==> config.mk <==
export PLATFORM = sky130hd
export DESIGN_NAME = prog_sequence_detector
export DESIGN_NICKNAME = d
export VERILOG_FILES = /design/src/rtl/prog_sequence_detector.sv
export SDC_FILE = /design/constraint.sdc
export NUM_CORES = 1
export LEC_CHECK = 0
export ABC_CLOCK_PERIOD_IN_PS = 2700
export BUFFER_PORTS_ARGS = -buffer_cell sky130_fd_sc_hd__buf_2
export CORE_ASPECT_RATIO = 0.9
export CORE_MARGIN = 1
export CORE_UTILIZATION = 50
export CTS_CLUSTER_SIZE = 20
export DETAILED_ROUTE_END_ITERATION = 7
export PLACE_DENSITY = 0.71
export RECOVER_POWER = 50
export SLEW_MARGIN = 20
export SYNTH_ARGS = -nofsm -noshare
export SYNTH_HDL_FRONTEND = slang
export SYNTH_SLANG_ARGS = --single-unit
==> constraint.sdc <==
create_clock -name clk -period 2.7 [get_ports clk]
set_input_delay 0.54 -clock clk [delete_from_list [all_inputs] [get_ports clk]]
set_output_delay 0.54 -clock clk [all_outputs]
set_load 0.02 [all_outputs]
==> src/rtl/prog_sequence_detector.sv <==
// Programmable serial bit-pattern detector.
// Pattern, length and overlap mode can be reloaded at runtime. Input bits are
// qualified by x_valid. z is a registered one-cycle match pulse, and
// match_count is a saturating tally of matches since the last reset or load.
module prog_sequence_detector #(
  parameter int                 MAX_LEN     = 8,
  parameter int                 CNT_W       = 8,
  parameter logic [MAX_LEN-1:0] DEF_PATTERN = 8'b0000_1011,
  parameter int                 DEF_LEN     = 4,
  parameter bit                 DEF_OVERLAP = 1'b1,
  parameter int                 LEN_W       = $clog2(MAX_LEN+1)
) (
  input  logic               clk,
  input  logic               rst,
  input  logic               cfg_load,
  input  logic [MAX_LEN-1:0] cfg_pattern,
  input  logic [LEN_W-1:0]   cfg_len,
  input  logic               cfg_overlap,
  input  logic               x_valid,
  input  logic               x,
  output logic               z,
  output logic [CNT_W-1:0]   match_count,
  output logic               cfg_err
);

  // Only MAX_LEN-1 past bits are stored. The newest bit of the comparison
  // window comes straight from x, so the oldest bit of a full-length window
  // is the top stored bit.
  logic [MAX_LEN-2:0] histQ, histD;
  logic [LEN_W-1:0]   fillQ, fillD;
  logic               zQ, zD;
  logic [CNT_W-1:0]   countQ, countD;
  logic               errQ, errD;
  logic [MAX_LEN-1:0] patQ, patD;
  logic [LEN_W-1:0]   lenQ, lenD;
  logic               ovlQ, ovlD;

  logic [MAX_LEN-1:0] histN;
  logic [LEN_W-1:0]   fillInc;
  logic               accept;
  logic               patMatch;
  logic               match;
  logic               cfgIllegal;

  // Compute the candidate window and decide whether the accepted bit completes a match.
  always_comb begin
    accept     = x_valid && !cfg_load && !errQ;
    histN      = {histQ, x};
    fillInc    = (fillQ == LEN_W'(MAX_LEN)) ? fillQ : fillQ + LEN_W'(1);
    cfgIllegal = (cfg_len < LEN_W'(2)) || (cfg_len > LEN_W'(MAX_LEN));
    patMatch   = 1'b1;
    for (int i = 0; i < MAX_LEN; i++) begin
      if ((LEN_W'(i) < lenQ) && (histN[i] != patQ[i])) begin
        patMatch = 1'b0;
      end
    end
    match = accept && (fillInc >= lenQ) && patMatch;
  end

  // Next-state selection: a configuration load wins over a data sample in the same cycle.
  always_comb begin
    histD  = histQ;
    fillD  = fillQ;
    zD     = 1'b0;
    countD = countQ;
    errD   = errQ;
    patD   = patQ;
    lenD   = lenQ;
    ovlD   = ovlQ;
    if (cfg_load) begin
      patD   = cfg_pattern;
      lenD   = cfg_len;
      ovlD   = cfg_overlap;
      errD   = cfgIllegal;
      histD  = '0;
      fillD  = '0;
      countD = '0;
    end else if (accept) begin
      histD = histN[MAX_LEN-2:0];
      zD    = match;
      if (match && !ovlQ) begin
        fillD = '0;
      end else begin
        fillD = fillInc;
      end
      if (match && (countQ != {CNT_W{1'b1}})) begin
        countD = countQ + CNT_W'(1);
      end
    end
  end

  // State registers; reset restores the default "1011" overlapping configuration.
  always_ff @(posedge clk or posedge rst) begin
    if (rst) begin
      histQ  <= '0;
      fillQ  <= '0;
      zQ     <= 1'b0;
      countQ <= '0;
      errQ   <= 1'b0;
      patQ   <= DEF_PATTERN;
      lenQ   <= LEN_W'(DEF_LEN);
      ovlQ   <= DEF_OVERLAP;
    end else begin
      histQ  <= histD;
      fillQ  <= fillD;
      zQ     <= zD;
      countQ <= countD;
      errQ   <= errD;
      patQ   <= patD;
      lenQ   <= lenD;
      ovlQ   <= ovlD;
    end
  end

  assign z           = zQ;
  assign match_count = countQ;
  assign cfg_err     = errQ;

endmodule

==> metrics.txt <==
status=finished with violations; failing checks=capacitance limit, slew limit; port bufs=27; pre-CTS setup slack=0.0488 ns; Max clock buf depth=2; worst vdd ir=between 300 and 400 uV; crit path launch=fillQ[0]; r2r endpoint=match_count[6]; most common cell after layout, fill and taps aside=dfrtp_1; post-synthesis adder-cell area fraction=approximately 4.8%; power per cell area=between 500 and 600 mW/mm^2; Filler Cell Count=around 300; Post-Syn Nets=between 200 and 250; largest net degree at the start of global routing=39; Synth Flop Type=dfrtp_1; total track usage=between 20% and 30%; Avg WL per Cell=approximately 14 um; Die Footprint=0.00388 sq mm; Die W=~66 um; Synth top area share=~40%; clk sinks=34; Slew HR=-18.1%; I/O pin count=28; sequential-to-total area share from yosys stat=around 47%; CTS tree=yes; most frequent cells in the layout=dfrtp_1, buf_2, nand2_1; Async SR Flop Fraction=100%; Yosys top cell by area=dfrtp_1; Int Pwr=around 0.87 mW; final wirelength=3.62 mm; average size of a mapped cell=between 9 and 10 sq um; Starting Density=between 50% and 60%; Synth Area in XOR/XNOR=just under 5%; compound-cell area share of the yosys netlist=between 10 and 15%; Post-synth EDFFs=0; Startpoint Class=flip-flop; Synth area leaders=dfrtp_1, dfstp_2, mux2_2, o21ai_0, ha_1; Fin. Hold Viols=0; initial antenna violation count=0; worst setup margin=around 0.13 ns; Detailed Routing Iterations Pass 1=4; P_leak=about 0.98 nW; combinational family with the most area after synthesis=simple AND/OR/NAND/NOR gates; row count=20; storage element area=about 860 sq um; RR Startpoint=fillQ[0]; Routed Antenna Nets=0; critical path required time=approximately 3 ns; first-pass GRT wire length=approximately 5.9 mm; Mapped Cells=between 150 and 200; Worst R2R Path Depth=12; actual slew at the worst max-slew pin=around 1.8 ns; critical path endpoint=match_count[6]; RSZ-0062 raised after global routing=true; max frequency=roughly 400 MHz; CTS Buf Count=5; hold crit path type=input pin to flip-flop; Setup Viol. Count Final=0; Post-Layout Cell Count=259; H-tree depth=2; total power=between 1 and 1.5 mW; via count=1464; sw frac=roughly a quarter; Reg clk slew, reported paths=0.07 ns; Mapped Area=approximately 0.0018 sq mm; combinational share of power=11.8%; GP Congestion=0.835; Die Span Y=between 50 and 60 um; Net Switching=0.286 mW; vias per cell=5.65; skew final=0.00369 ns; hold_buf cts=0; Pins Over Slew Limit=35; clock power share=roughly two fifths; HPWL after DPL=about 2.5 mm; Synth cell types=40; grt total ovfl=0; worst skew pair latency=a little under 0.3 ns; reg2reg setup slack=about 0.13 ns; critical path peak fanout=9; final worst path period share=~95%; drt initial violations=just under 70; flops & latches, synth=34; Layout area overhead=17.9%; Core ar.=0.00343 sq mm; Multi-input gate area=896 sq um; Root Buffer=clkbuf_8; WP data arrival=between 2 and 3 ns; # placed instances=roughly 250; antenna cell count=0; Post-layout nets=approximately 240; crit path time final=about 2.6 ns; DRC=0; vias in the first global route=1326; fin area=0.00214 sq mm; multiplexer share of the synthesized area=about 7.4%; maximum capacitance violations=1; placed inst area=0.00201 sq mm; Crit. End Element=flip-flop; register share of total power=48.7%; simple-gate area share of the yosys netlist=between 10% and 20%; critical path type=flip-flop to flip-flop; share of layout cells above drive strength 1=about 29%; Synthesis Warnings=0
stage by stage:
| step | TNS [ns] | hold WS [ns] | utilization (%) |
|---|---|---|---|
| after floorplan | 0 | 0.482 | - |
| after global placement | 0 | 0.505 | 58.6 |
| after detailed placement | 0 | 0.516 | 58.6 |
| after CTS | 0 | 0.338 | 61.8 |
| after global routing | -0.307 | 0.480 | 62.5 |
| final | 0 | 0.478 | 62.5 |
power groups by stage:
stage	Clock [mW]	Combinational, mW	Sequential (mW)
after floorplan	0	0.0909	0.568
after global placement	0	0.127	0.571
after detailed placement	0	0.132	0.573
after CTS	0.471	0.133	0.563
after global routing	0.484	0.154	0.567
final	0.458	0.137	0.564
worst min-delay path by stage:
| stage | from | end | slack (ns) | cells past startpoint |
|---|---|---|---|---|
| 2_1_floorplan | histQ[5] | histQ[6] | 0.48 | 2 |
| 3_3_place_gp | histQ[3] | histQ[4] | 0.50 | 2 |
| 3_5_place_dp | histQ[5] | histQ[6] | 0.52 | 2 |
| 4_1_cts | rst | match_count[0] | 0.34 | 3 |
| 5_1_grt | cfg_overlap | ovlQ | 0.48 | 2 |
| 6_report | cfg_pattern[7] | patQ[7] | 0.48 | 2 |
kinds of logic after synthesis:
logic type | count (synthesis)
xor+xnor | 10
mux | 12
compound gates | 37
flops | 34
fa+ha+maj | 7
simple gates | 61
buf+inv | 21
area by class of cell:
cell class,count,area share (%)
clock inverter,3,1.87
sequential,34,40.0
inverter,13,2.28
multi-input combinational,127,41.8
timing repair buffer,33,8.24
tap,44,2.57
clock buffer,5,3.21
repair_timing:
item,CTS,global route
endpoints found under the hold margin,0,0
buffers inserted,0,2
endpoints found under the setup margin,0,11
resized for setup,0,2
layer usage:
metal | wire [um] | part of all wire, % | GRT usage, % | up-vias
li1 | - | - | - | 697
met1 | 1630 | 45 | 27.0 | 705
met2 | 1670 | 46 | 32.0 | 48
met3 | 192 | 5.3 | 5.96 | 14
met4 | 129 | 3.6 | 13.7 | 0
met5 | 0 | 0 | 0 | -
cells in the mapped netlist (2+ instances only):
library cell / instances
o21ai_0: 18
o31ai_1: 2
nor2b_1: 2
nand2_1: 19
o32ai_1: 5
or4_1: 2
ha_1: 7
nand3_1: 7
xor2_1: 8
dfstp_2: 5
xnor2_1: 2
inv_1: 13
or3_1: 4
a21oi_1: 3
mux2_2: 11
dfrtp_1: 29
nor2_1: 9
clkbuf_1: 7
nand2b_1: 8
state kept, by name, summed over array words and instances, names as in the netlist:
signal and flops:
fillQ 4, histQ 7, patQ 8, lenQ 4
z 1, cfg_err 1, match_count 8, ovlQ 1
worst max-delay path, stage by stage, from the launching register on:
cell and delay (ns):
dfrtp_1 0.40, inv_1 0.12, ha_1 0.16, nand2_1 0.08
nor2_1 0.12, xnor2_1 0.10, ha_1 0.29, o21ai_0 0.11
a21oi_1 0.24, o2111ai_4 0.22, buf_4 0.20, or4_1 0.39
nand3_1 0.09
No activity file was read; power rests on OpenSTA's default activity.
